$ cat src/rtl/mem_access_unit.sv
// Memory-stage load/store unit: one word-aligned bus access per instruction,
// byte/half lane steering, load extension and a no-ack watchdog.
module mem_access_unit #(
   parameter int TIMEOUT_CYCLES = 255
) (
   input  logic        clk_i,
   input  logic        rst_ni,
   input  logic        mem_read_i,
   input  logic        mem_write_i,
   input  logic [2:0]  funct3_i,
   input  logic [31:0] addr_i,
   input  logic [31:0] store_data_i,
   output logic [31:0] rd_data_o,
   output logic        busywait_o,
   output logic        misaligned_o,
   output logic        bus_err_o,
   output logic        dmem_req_o,
   output logic        dmem_we_o,
   output logic [31:0] dmem_addr_o,
   output logic [31:0] dmem_wdata_o,
   output logic [3:0]  dmem_wstrb_o,
   input  logic [31:0] dmem_rdata_i,
   input  logic        dmem_ack_i
);

   localparam int CW = $clog2(TIMEOUT_CYCLES + 1);
   localparam logic [CW-1:0] LAST = CW'(TIMEOUT_CYCLES - 1);

   typedef enum logic [1:0] {IDLE, BUSY, DONE} state_t;

   state_t        state;
   state_t        state_nxt;
   logic [1:0]    off;
   logic          is_b;
   logic          is_h;
   logic          mis_cond;
   logic          acc;
   logic          launch;
   logic          expire;
   logic [CW-1:0] cnt;
   logic [3:0]    strb;
   logic [31:0]   wdata;
   logic [1:0]    q_off;
   logic          q_b;
   logic          q_h;
   logic          q_uns;
   logic          q_rd;
   logic          err_q;
   logic [15:0]   lane;
   logic [31:0]   ext;

   assign off          = addr_i[1:0];
   assign is_b         = funct3_i[1:0] == 2'b00;
   assign is_h         = funct3_i[1:0] == 2'b01;
   assign mis_cond     = (is_h & off[0]) | (~is_b & ~is_h & (off != 2'b00));
   assign misaligned_o = (mem_read_i | mem_write_i) & mis_cond;
   assign acc          = (mem_read_i | mem_write_i) & ~mis_cond;
   assign launch       = (state == IDLE) & acc;
   assign expire       = (state == BUSY) & ~dmem_ack_i & (cnt == LAST);

   always_ff @(posedge clk_i or negedge rst_ni) begin
      if (!rst_ni) state <= IDLE;
      else         state <= state_nxt;
   end

   always_comb begin
      state_nxt = state;
      unique case (state)
         IDLE:    if (acc) state_nxt = BUSY;
         BUSY:    if (dmem_ack_i || expire) state_nxt = DONE;
         DONE:    state_nxt = IDLE;
         default: state_nxt = IDLE;
      endcase
   end

   // Stall is masked during reset so the pipeline sees a quiet unit.
   always_comb begin
      busywait_o = rst_ni & (launch | (state == BUSY));
      dmem_req_o = state == BUSY;
      bus_err_o  = err_q;
   end

   always_comb begin
      strb  = 4'b1111;
      wdata = store_data_i;
      if (is_b) begin
         strb  = 4'b0001 << off;
         wdata = {4{store_data_i[7:0]}};
      end else if (is_h) begin
         strb  = 4'b0011 << off;
         wdata = {2{store_data_i[15:0]}};
      end
      if (!mem_write_i) strb = 4'b0000;
   end

   always_ff @(posedge clk_i or negedge rst_ni) begin
      if (!rst_ni) begin
         dmem_addr_o  <= '0;
         dmem_we_o    <= 1'b0;
         dmem_wstrb_o <= '0;
         dmem_wdata_o <= '0;
         q_off        <= '0;
         q_b          <= 1'b0;
         q_h          <= 1'b0;
         q_uns        <= 1'b0;
         q_rd         <= 1'b0;
      end else if (launch) begin
         dmem_addr_o  <= {addr_i[31:2], 2'b00};
         dmem_we_o    <= mem_write_i;
         dmem_wstrb_o <= strb;
         dmem_wdata_o <= wdata;
         q_off        <= off;
         q_b          <= is_b;
         q_h          <= is_h;
         q_uns        <= funct3_i[2];
         q_rd         <= mem_read_i;
      end
   end

   always_ff @(posedge clk_i or negedge rst_ni) begin
      if (!rst_ni) begin
         cnt   <= '0;
         err_q <= 1'b0;
      end else begin
         err_q <= expire;
         if (launch)
            cnt <= '0;
         else if (state == BUSY && !dmem_ack_i)
            cnt <= cnt + CW'(1);
      end
   end

   assign lane = 16'(dmem_rdata_i >> {q_off, 3'b000});

   always_comb begin
      ext = dmem_rdata_i;
      if (q_b)
         ext = {{24{~q_uns & lane[7]}}, lane[7:0]};
      else if (q_h)
         ext = {{16{~q_uns & lane[15]}}, lane[15:0]};
   end

   always_ff @(posedge clk_i or negedge rst_ni) begin
      if (!rst_ni)
         rd_data_o <= '0;
      else if (state == BUSY && dmem_ack_i && q_rd)
         rd_data_o <= ext;
   end

endmodule

$ cat config.mk
export PLATFORM = sky130hd
export DESIGN_NAME = mem_access_unit
export DESIGN_NICKNAME = d
export VERILOG_FILES = /design/src/rtl/mem_access_unit.sv
export SDC_FILE = /design/constraint.sdc
export NUM_CORES = 1
export LEC_CHECK = 0
export ABC_AREA = 1
export CORE_MARGIN = 5
export CORE_UTILIZATION = 35
export CTS_CLUSTER_DIAMETER = 30
export DETAILED_ROUTE_END_ITERATION = 16
export DONT_BUFFER_PORTS = 1
export PLACE_DENSITY = 0.52
export SETUP_SLACK_MARGIN = 0.05
export SYNTH_ARGS = -nofsm -noshare
export SYNTH_HDL_FRONTEND = slang
export SYNTH_SLANG_ARGS = --single-unit
$ cat constraint.sdc
create_clock -name clk_i -period 1.9 [get_ports clk_i]
set_input_delay 0 -clock clk_i [delete_from_list [all_inputs] [get_ports clk_i]]
set_output_delay 0 -clock clk_i [all_outputs]
set_load 0.01 [all_outputs]
==> flow_metrics.tcl, run 1 <==
set metrics [dict create \
    outcome "finished with violations" \
    violations "negative hold slack" \
    dominantRegCellSynth "sky130_fd_sc_hd__dfrtp_1" \
    fin_total_pwr_mw 11.4 \
    detailroute.via_count 5271 \
    clk_latency_worst_skew_pair_ns 0.42 \
    multi_input_area_um2 2380 \
    maxCapViolCount 0 \
    fmaxAchievable_ghz 0.574 \
    worstHoldPathType "input pin to async pin" \
    drt_first_iter_violations 248 \
    top_level_pins 209 \
    place.gp.congestion 0.865 \
    post_synth_top_area_cell "sky130_fd_sc_hd__dfrtp_1" \
    n_antenna_cell 0 \
    max-clock-path-buffers 2 \
    antenna_found_initial 0 \
    detailedPlace.worstSlack_ns 0.295 \
    initial_utilization 0.358 \
    dieHeight_um 138 \
    postSynthRegisterBits 116 \
    final.setup.worst_slack_ns 0.159 \
    sequential_element_share_of_the_synthesized_area 0.506 \
    setup.worst_path.end_class "flop" \
    antenna_violating_nets_post_route 0 \
    grt_pass1_vias 5493 \
    ctsHoldBuffers 113 \
    top_cell_type_s_share_of_synthesized_area 0.506 \
    drt_pass1_iterations 4 \
    min_period_over_period 0.916 \
    synth-edff-count 0 \
    drc_errors 0 \
    final.fill_count 1587 \
    wl_per_cell_um 15.9 \
    synth.cell_area_um2 5730 \
    seq_area_um2 2900 \
    yosysWarningCount 0 \
    leakage_nw 3.90 \
    dp_wirelength_um 11900 \
    setup_total_negative_slack_ns 0 \
    floorplan.rows 46 \
    grt_max_degree 118 \
    timing_worst_setup_path_type "input pin to flop" \
    synth.avg_cell_area_um2 7.44 \
    synthDistinctLibCells 24 \
    layout_skew_ns 0.00805 \
    gr-usage-all-layers 0.181 \
    layout-area-overhead-vs-synth_pct 33.3 \
    drt_total_wl_um 17600 \
    crit_start "funct3_i[1]" \
    cts_buffers 17 \
    vdd_ir_drop_max_mv 0.732 \
    final_layout_size_suffix_gt1_frac 0.0762 \
    netlist_top_cells_count "sky130_fd_sc_hd__nand2_1 (316), sky130_fd_sc_hd__dfrtp_1 (116), sky130_fd_sc_hd__nor2_1 (72)" \
    wl_met1_um 7270 \
    required_time_of_the_critical_path_ns 2.18 \
    syn_inst 771 \
    timing.final.hold_violations 116 \
    clock_transition_at_the_register_clock_pins_on_the_worst_setup_and_hold_paths_after_cts_ns 0.06 \
    synthMostInstantiatedCell "sky130_fd_sc_hd__nand2_1" \
    cp_data_arrival_time_ns 2.03 \
    tritoncts "built" \
    final.min_clock_period_ns 1.74 \
    critical_path.startpoint_type "input pin" \
    rr_startpoint "state[1]" \
    finalInstanceArea_um2 7640 \
    whs_ns -0.728 \
    grt_setup_unrepaired "yes" \
    die_area_um2 19000 \
    timing_max_transition_violations_final 0 \
    utilization 0.478 \
    global_route_wire_length_before_repair_um 28300 \
    placed_cells 963 \
    finish.cell_count_without_fillers 1108 \
    finalSetupViolations 0 \
    core_um2 16000 \
    placedInstanceArea_um2 5940 \
    clockRootBuffer "sky130_fd_sc_hd__clkbuf_16" \
    grt-ovfl-total 0 \
    fin_nets 989 \
    ys_top_cells_by_area "sky130_fd_sc_hd__dfrtp_1 (51%), sky130_fd_sc_hd__nand2_1 (21%), sky130_fd_sc_hd__nand3_1 (4.9%)" \
    cts_htree_levels 4 \
    cts.sink_count 116 \
    met3_wirelength_um 1330 \
    pwrdens_nw_per_um2 1490 \
    topRoutingLayerUsed "met4" \
    asyncSetResetFlopFracSynth 1.00 \
    floorplan.die.width_um 138 \
    number_of_i_o_port_buffers 0 \
    viasPerCell 4.76 \
    routed-wl-met2_um 8600 \
    crit_path_max_fanout 16 \
]
[timing repair]
item                                   CTS  global route
setup buffers                            0             0
gates resized for setup                  0             4
setup endpoints to repair                0             2
endpoints found under the hold margin  228           116
[power breakdown]
part | switching (mW) | internal, mW | total (mW)
Clock | 1.21 | 1.82 | 3.03
Sequential | 1.43 | 3.61 | 5.04
Combinational | 1.96 | 1.33 | 3.29
[final timing paths]
kind / endpoint / slack, ns / depth (start not counted)
setup / recovery: q_off[1] / 0.16 / 9
hold / removal: rd_data_o[2] / -0.73 / 0
setup reg to reg: q_off[1] / 0.18 / 7
hold reg to reg: q_rd / 0.48 / 2
max in group asynchronous: rd_data_o[19] / 2.33 / 0
min in group clk_i: q_h / 0 / 5
[area by class of cell]
class	instances	share of cell area
clock inverters	13	0.0165
multi-input cells	551	0.312
repair buffers	126	0.167
flip-flops and latches	116	0.380
inverters	67	0.0329
clock buffers	19	0.0566
well taps	216	0.0354
[flip-flops by register name, summed over array words and instances, names as in the netlist]
signal        cells
q_off             2
q_h               1
q_b               1
dmem_we_o         1
q_rd              1
dmem_wdata_o     32
dmem_addr_o      30
bus_err_o         1
state             2
dmem_wstrb_o      4
rd_data_o        32
q_uns             1
cnt               8
[cell usage in the layout (no fill, tap or decap), drive strengths merged, types with 2 or more instances in the layout]
master	count
o21a	9
o22ai	3
dlygate4sd3	112
dfrtp	116
clkinv	9
nand3	56
buf	13
or2	19
nor2	74
nand2	316
clkbuf	19
a21oi	27
conb	2
ha	6
inv	69
o21ai	35
[kinds of logic (layout without fill, tap and decap cells)]
kind of cell / count (synthesis) / count (layout) / share of synthesized area
simple gates: 467 / 467 / 0.328
flops: 116 / 116 / 0.506
buf+inv: 105 / 225 / 0.0803
compound gates: 75 / 75 / 0.0705
fa+ha+maj: 6 / 6 / 0.0131
other cells: 1 / 2 / 0.000654
xor+xnor: 1 / 1 / 0.00153
[worst max-delay path, cell delays in order]
cell                            delay, ns
sky130_fd_sc_hd__dlygate4sd3_1       0.68
sky130_fd_sc_hd__inv_2               0.13
sky130_fd_sc_hd__or2_1               0.23
sky130_fd_sc_hd__nand2_2             0.11
sky130_fd_sc_hd__nor2_4              0.06
sky130_fd_sc_hd__buf_6               0.15
sky130_fd_sc_hd__nand2_1             0.06
sky130_fd_sc_hd__dlygate4sd3_1       0.54
sky130_fd_sc_hd__o21ai_0             0.07
[metal layers]
layer,vias up,GRT usage
li1,2595,-
met1,2451,0.211
met2,193,0.308
met3,32,0.0624
met4,0,0.0718
met5,-,0
Power figures use the tool's default switching activity.
==> inputs of run 2 (changes only) <==
==> constraint.sdc (replaced) <==
create_clock -name clk_i -period 2 [get_ports clk_i]
set_input_delay 0 -clock clk_i [delete_from_list [all_inputs] [get_ports clk_i]]
set_output_delay 0 -clock clk_i [all_outputs]
set_load 0.01 [all_outputs]
==> run 2 against run 1 <==
The flow still finishes with violations (negative hold slack). Sequential share of layout area up 0.43 points. Sequential power down 4.8%. Cell count down 0.81%. Hold slack better by 0.014 ns. Clock skew down 0.0032 ns. Power down 4.3%. Largest power group unchanged.
==> flow_metrics.tcl, run 2 (synthesis gave the netlist of run 1 again) <==
set metrics [dict create \
    wl_per_cell_um 16.1 \
    clk_latency_worst_skew_pair_ns 0.41 \
    antenna_violating_nets_post_route 0 \
    viasPerCell 4.85 \
    largestRegisters "dmem_wdata_o: 32 flops, rd_data_o: 32 flops, dmem_addr_o: 30 flops" \
    multi_input_area_um2 2380 \
    floorplan.die.width_um 138 \
    drt_pass1_iterations 5 \
    cts_htree_levels 4 \
    initial_utilization 0.358 \
    violations "negative hold slack" \
    clock_transition_at_the_register_clock_pins_on_the_worst_setup_and_hold_paths_after_cts_ns 0.06 \
    pwrdens_nw_per_um2 1440 \
    whs_ns -0.713 \
    place.gp.congestion 0.953 \
    final.min_clock_period_ns 1.84 \
    worstHoldPathType "input pin to async pin" \
    timing.final.hold_violations 116 \
    grt-ovfl-total 0 \
    floorplan.rows 46 \
    cts.sink_count 116 \
    outcome "finished with violations" \
    clockRootBuffer "sky130_fd_sc_hd__clkbuf_16" \
    fin_nets 979 \
    top_level_pins 209 \
    switching_share 0.403 \
    min_period_over_period 0.918 \
    r2r_slack_ns 0.25 \
    setup.worst_path.end_class "output pin" \
    grt_setup_unrepaired "no" \
    finalSetupViolations 0 \
    most_used_cells_in_the_layout_excluding_fill_and_tap_cells "sky130_fd_sc_hd__nand2_1 (316), sky130_fd_sc_hd__dfrtp_1 (116), sky130_fd_sc_hd__dlygate4sd3_1 (104)" \
    crit_path_max_fanout 34 \
    cts_buffers 17 \
    cpMaxStageDelayCell "sky130_fd_sc_hd__dlygate4sd3_1" \
    cpLargestDelayFamily "buffers and inverters" \
    fmaxAchievable_ghz 0.544 \
    timing_max_transition_violations_final 0 \
    finalInstanceArea_um2 7560 \
    timing_worst_setup_path_type "input pin to output pin" \
    core_um2 16000 \
    layout_skew_ns 0.00481 \
    leakage_nw 3.88 \
    global_route_wire_length_before_repair_um 28400 \
    setup_total_negative_slack_ns 0 \
    final_layout_size_suffix_gt1_frac 0.0748 \
    cp.buffers_inverters 3 \
    grt_max_degree 118 \
    grt_pass1_vias 5394 \
    seq_area_um2 2900 \
    fin_total_pwr_mw 10.9 \
    gr-usage-all-layers 0.182 \
    antenna_found_initial 1 \
    drt_first_iter_violations 298 \
    drt_total_wl_um 17600 \
    dp_wirelength_um 11800 \
    dieHeight_um 138 \
    die_area_um2 19000 \
    mostFrequentLayoutCell "sky130_fd_sc_hd__nand2_1" \
    cp_data_arrival_time_ns 1.84 \
    tritoncts "built" \
    ctsHoldBuffers 105 \
    crit_path_cell_trace "dlygate4sd3_1, inv_1, ha_1, or2_1, nand2_1, nor2_4, buf_6, o21a_1" \
    max-clock-path-buffers 2 \
    crit_path_max_incr_delay_ns 0.64 \
    reg2reg_depth 10 \
    maxCapViolCount 0 \
    drc_errors 0 \
    clock_power_share 0.277 \
    cts_setup_buffers 0 \
    detailroute.via_count 5328 \
    number_of_i_o_port_buffers 0 \
    p_int_mw 6.48 \
    worstSetupPathDepth 8 \
    netSwitchingPower_mw 4.38 \
    power_frac_seq 0.442 \
    placedInstanceArea_um2 5910 \
    required_time_of_the_critical_path_ns 2.00 \
    critical_path.startpoint_type "input pin" \
    layout-area-overhead-vs-synth_pct 31.8 \
    final.fill_count 1568 \
    vdd_ir_drop_max_mv 0.745 \
    pwr-share-comb 0.282 \
]
-- run 2: path summary, 6_finish.rpt --
kind,start,to
max in group asynchronous,rst_ni,dmem_wdata_o[28]
worst max-delay path,addr_i[1],busywait_o
min in group clk_i,funct3_i[0],q_h
worst min register to register,q_rd,q_rd
worst max register to register,q_off[0],rd_data_o[17]
worst min-delay path,rst_ni,rd_data_o[10]
-- run 2: layout make-up --
| cell class | count | share of cell area |
|---|---|---|
| clock buffer | 18 | 0.0568 |
| multi-input combinational | 551 | 0.315 |
| timing repair buffer | 116 | 0.154 |
| tap | 216 | 0.0358 |
| sequential | 116 | 0.384 |
| clock inverter | 14 | 0.0205 |
| inverter | 67 | 0.0333 |
| antenna | 1 | 0.000331 |
-- run 2: repair_timing --
action	CTS	global route
setup endpoints to repair	0	1
endpoints found under the hold margin	228	116
gates resized for setup	0	2
-- run 2: power by group through the flow --
stage / registers (mW) / clock network (mW) / logic (mW)
4_1_cts: 4.83 / 3.06 / 3.06
5_1_grt: 4.93 / 3.18 / 3.54
6_report: 4.80 / 3.00 / 3.06
3_3_place_gp: 4.84 / 0 / 2.77
2_1_floorplan: 4.46 / 0 / 2.37
3_5_place_dp: 4.84 / 0 / 2.87
-- run 2: worst reg2reg max path, stage by stage, from the launching register on --
cell                      delay, ns
sky130_fd_sc_hd__dfrtp_1       0.58
sky130_fd_sc_hd__inv_2         0.23
sky130_fd_sc_hd__nand2_1       0.11
sky130_fd_sc_hd__nand2_1       0.05
sky130_fd_sc_hd__nand2_1       0.05
sky130_fd_sc_hd__nand2_1       0.07
sky130_fd_sc_hd__nand2_1       0.06
sky130_fd_sc_hd__buf_4         0.27
sky130_fd_sc_hd__nand3_1       0.13
sky130_fd_sc_hd__nand2_1       0.08
sky130_fd_sc_hd__inv_1         0.04
-- run 2: through the flow --
step           std cells  utilization  worst slack, ns
5_1_grt             1099        0.472           0.0601
3_3_place_gp         961        0.369            0.361
6_report            1099        0.472            0.163
4_1_cts             1098        0.472           0.0842
3_5_place_dp         961        0.369            0.273
2_1_floorplan        772            -            0.636
-- run 2: metal layers --
layer / vias up / routed length, um / track usage
li1: 2567 / - / -
met1: 2509 / 7180 / 0.222
met2: 236 / 8690 / 0.309
met3: 16 / 1590 / 0.0655
met4: 0 / 193 / 0.0432
met5: - / 0 / 0
==> inputs of run 3 (changes only) <==
--- a/config.mk
+++ b/config.mk
@@ -6,12 +6,13 @@
 export NUM_CORES = 1
 export LEC_CHECK = 0
 export ABC_AREA = 1
+export CORE_ASPECT_RATIO = 0.75
 export CORE_MARGIN = 5
-export CORE_UTILIZATION = 35
+export CORE_UTILIZATION = 60
 export CTS_CLUSTER_DIAMETER = 30
 export DETAILED_ROUTE_END_ITERATION = 16
 export DONT_BUFFER_PORTS = 1
-export PLACE_DENSITY = 0.52
+export PLACE_DENSITY = 0.79
 export SETUP_SLACK_MARGIN = 0.05
 export SYNTH_ARGS = -nofsm -noshare
 export SYNTH_HDL_FRONTEND = slang
==> run 3 against run 2 <==
The run still ends with negative hold slack left. Via count grew 8.4%. Global-route usage up 16 points. Final area decreased by 0.81%. Combinational power up 10%. Critical path type is now flop to flop. Critical endpoint is now q_off[1].
==> flow_metrics.tcl, run 3 (synthesis gave the netlist of run 1 again) <==
set metrics [dict create \
    antenna_found_initial 0 \
    fin_nets 981 \
    global_route_wire_length_before_repair_um 30100 \
    clock_transition_at_the_register_clock_pins_on_the_worst_setup_and_hold_paths_after_cts_ns 0.05 \
    cp.buffers_inverters 2 \
    grt-ovfl-total 0 \
    viasPerCell 5.70 \
    violations "negative hold slack" \
    final.setup.worst_slack_ns 0.180 \
    dieHeight_um 94.7 \
    clk_latency_worst_skew_pair_ns 0.42 \
    grt_setup_unrepaired "no" \
    dp_wirelength_um 10800 \
    layout_skew_ns 0.00822 \
    layout-area-overhead-vs-synth_pct 30.7 \
    floorplan.rows 30 \
    crit_path_max_incr_delay_ns 0.57 \
    vdd_ir_drop_max_mv 0.952 \
    final.min_clock_period_ns 1.82 \
    largestRegisters "dmem_wdata_o: 32 flops, rd_data_o: 32 flops, dmem_addr_o: 30 flops" \
    critical_path.startpoint_type "flop" \
    pwrdens_nw_per_um2 1490 \
    top_level_pins 209 \
    wl_per_cell_um 19.2 \
    fin_total_pwr_mw 11.2 \
    cpMaxStageDelayCell "sky130_fd_sc_hd__dlygate4sd3_1" \
    tritoncts "built" \
    timing.final.hold_violations 116 \
    required_time_of_the_critical_path_ns 2.34 \
    place.gp.congestion 0.929 \
    initial_utilization 0.624 \
    max-slew-margin-rel 0.516 \
    most_used_cells_in_the_layout_excluding_fill_and_tap_cells "sky130_fd_sc_hd__nand2_1 (316), sky130_fd_sc_hd__dfrtp_1 (115), sky130_fd_sc_hd__dlygate4sd3_1 (106)" \
    maxCapViolCount 0 \
    timing_worst_setup_path_type "flop to flop" \
    antenna_violating_nets_post_route 0 \
    cp_data_arrival_time_ns 2.16 \
    worst_path_most_repeated_cell "sky130_fd_sc_hd__o21ai_0" \
    finalSetupViolations 0 \
    drc_errors 0 \
    die_area_um2 11600 \
    final.fill_count 592 \
    mostFrequentLayoutCell "sky130_fd_sc_hd__nand2_1" \
    cts_htree_levels 4 \
    whs_ns -0.722 \
    reg2reg_depth 7 \
    core_um2 9200 \
    cpLargestDelayFamily "buffers and inverters" \
    gr-usage-all-layers 0.338 \
    detailroute.via_count 5775 \
    min_period_over_period 0.910 \
    drt_first_iter_violations 541 \
    tightest_slew_ns 0.726 \
    rr_startpoint "state[1]" \
    max-clock-path-buffers 2 \
    number_of_i_o_port_buffers 0 \
    outcome "finished with violations" \
    timing_max_transition_violations_final 0 \
    fmaxAchievable_ghz 0.550 \
    r2r_slack_ns 0.18 \
    r2r-end "q_off[1]" \
    ctsHoldBuffers 107 \
    crit_path_cell_trace "nor2_1, o21ai_0, nor2_4, buf_12, nand2_1, o21ai_0, dlygate4sd3_1" \
    drt_total_wl_um 19400 \
    grt_max_degree 118 \
    setup.worst_path.end_class "flop" \
    grt_pass1_vias 5907 \
    cts_buffers 17 \
    worstHoldPathType "input pin to async pin" \
    leakage_nw 3.88 \
    cts.sink_count 116 \
    crit_path_max_fanout 19 \
    setup_total_negative_slack_ns 0 \
    drt_pass1_iterations 6 \
    detailedPlace.worstSlack_ns 0.0984 \
    clockRootBuffer "sky130_fd_sc_hd__clkbuf_16" \
    floorplan.die.width_um 123 \
    final_layout_size_suffix_gt1_frac 0.0758 \
]
-- run 3: cell count changes in the layout (fill, tap and decap cells not counted), sizes merged --
cell / before / now
clkinvlp: 1 / 4
inv: 68 / 65
clkinv: 10 / 8
dlygate4sd3: 104 / 106
diode: 1 / 2
buf: 11 / 9
clkbuf: 18 / 22
-- run 3: through the flow --
| step | util | std cells | area, um2 |
|---|---|---|---|
| finish | 0.815 | 1014 | 7490 |
| global route | 0.814 | 1012 | 7490 |
| CTS | 0.807 | 1009 | 7430 |
| detailed placement | 0.627 | 870 | 5770 |
| global placement | 0.627 | 870 | 5770 |
| floorplan | - | 772 | 5740 |
-- run 3: final cells by class --
| class | instances | area, um2 | share of cell area |
|---|---|---|---|
| Clock buffer | 20 | 457 | 0.0609 |
| Clock inverter | 12 | 131 | 0.0175 |
| Timing Repair Buffer | 118 | 1200 | 0.161 |
| Antenna cell | 2 | 5.00 | 0.000668 |
| Sequential cell | 116 | 2900 | 0.387 |
| Tap cell | 128 | 160 | 0.0214 |
| Multi-Input combinational cell | 551 | 2380 | 0.318 |
| Inverter | 67 | 254 | 0.0339 |
-- run 3: how the worst max path moves through the flow --
stage	from	endpoint	slack [ns]	cells after the start
2_1_floorplan	state[1]	rd_data_o[23]	0.64	7
3_3_place_gp	addr_i[0]	dmem_wdata_o[13]	0.23	7
3_5_place_dp	addr_i[0]	dmem_wdata_o[10]	0.1	7
4_1_cts	state[1]	q_off[1]	0.07	7
5_1_grt	state[1]	q_off[1]	0.09	7
6_report	state[1]	q_off[1]	0.18	7
-- run 3: routing by layer --
metal	global-route usage	part of all wire
met5	0	0
met4	0.171	0.043
met1	0.408	0.37
met3	0.123	0.12
met2	0.536	0.47
-- run 3: timing repair --
action,in CTS,in global routing
hold endpoints to repair,225,116
setup buffers,0,1
resized for setup,0,4
endpoints found under the setup margin,0,70
-- run 3: power by group --
| group | internal, mW | total [mW] | switching, mW | leakage, nW |
|---|---|---|---|---|
| Sequential | 3.43 | 4.81 | 1.39 | 1.42 |
| Combinational | 1.25 | 3.37 | 2.12 | 2.18 |
| Clock | 1.89 | 3.00 | 1.11 | 0.278 |
| Total | 6.57 | 11.2 | 4.61 | 3.88 |
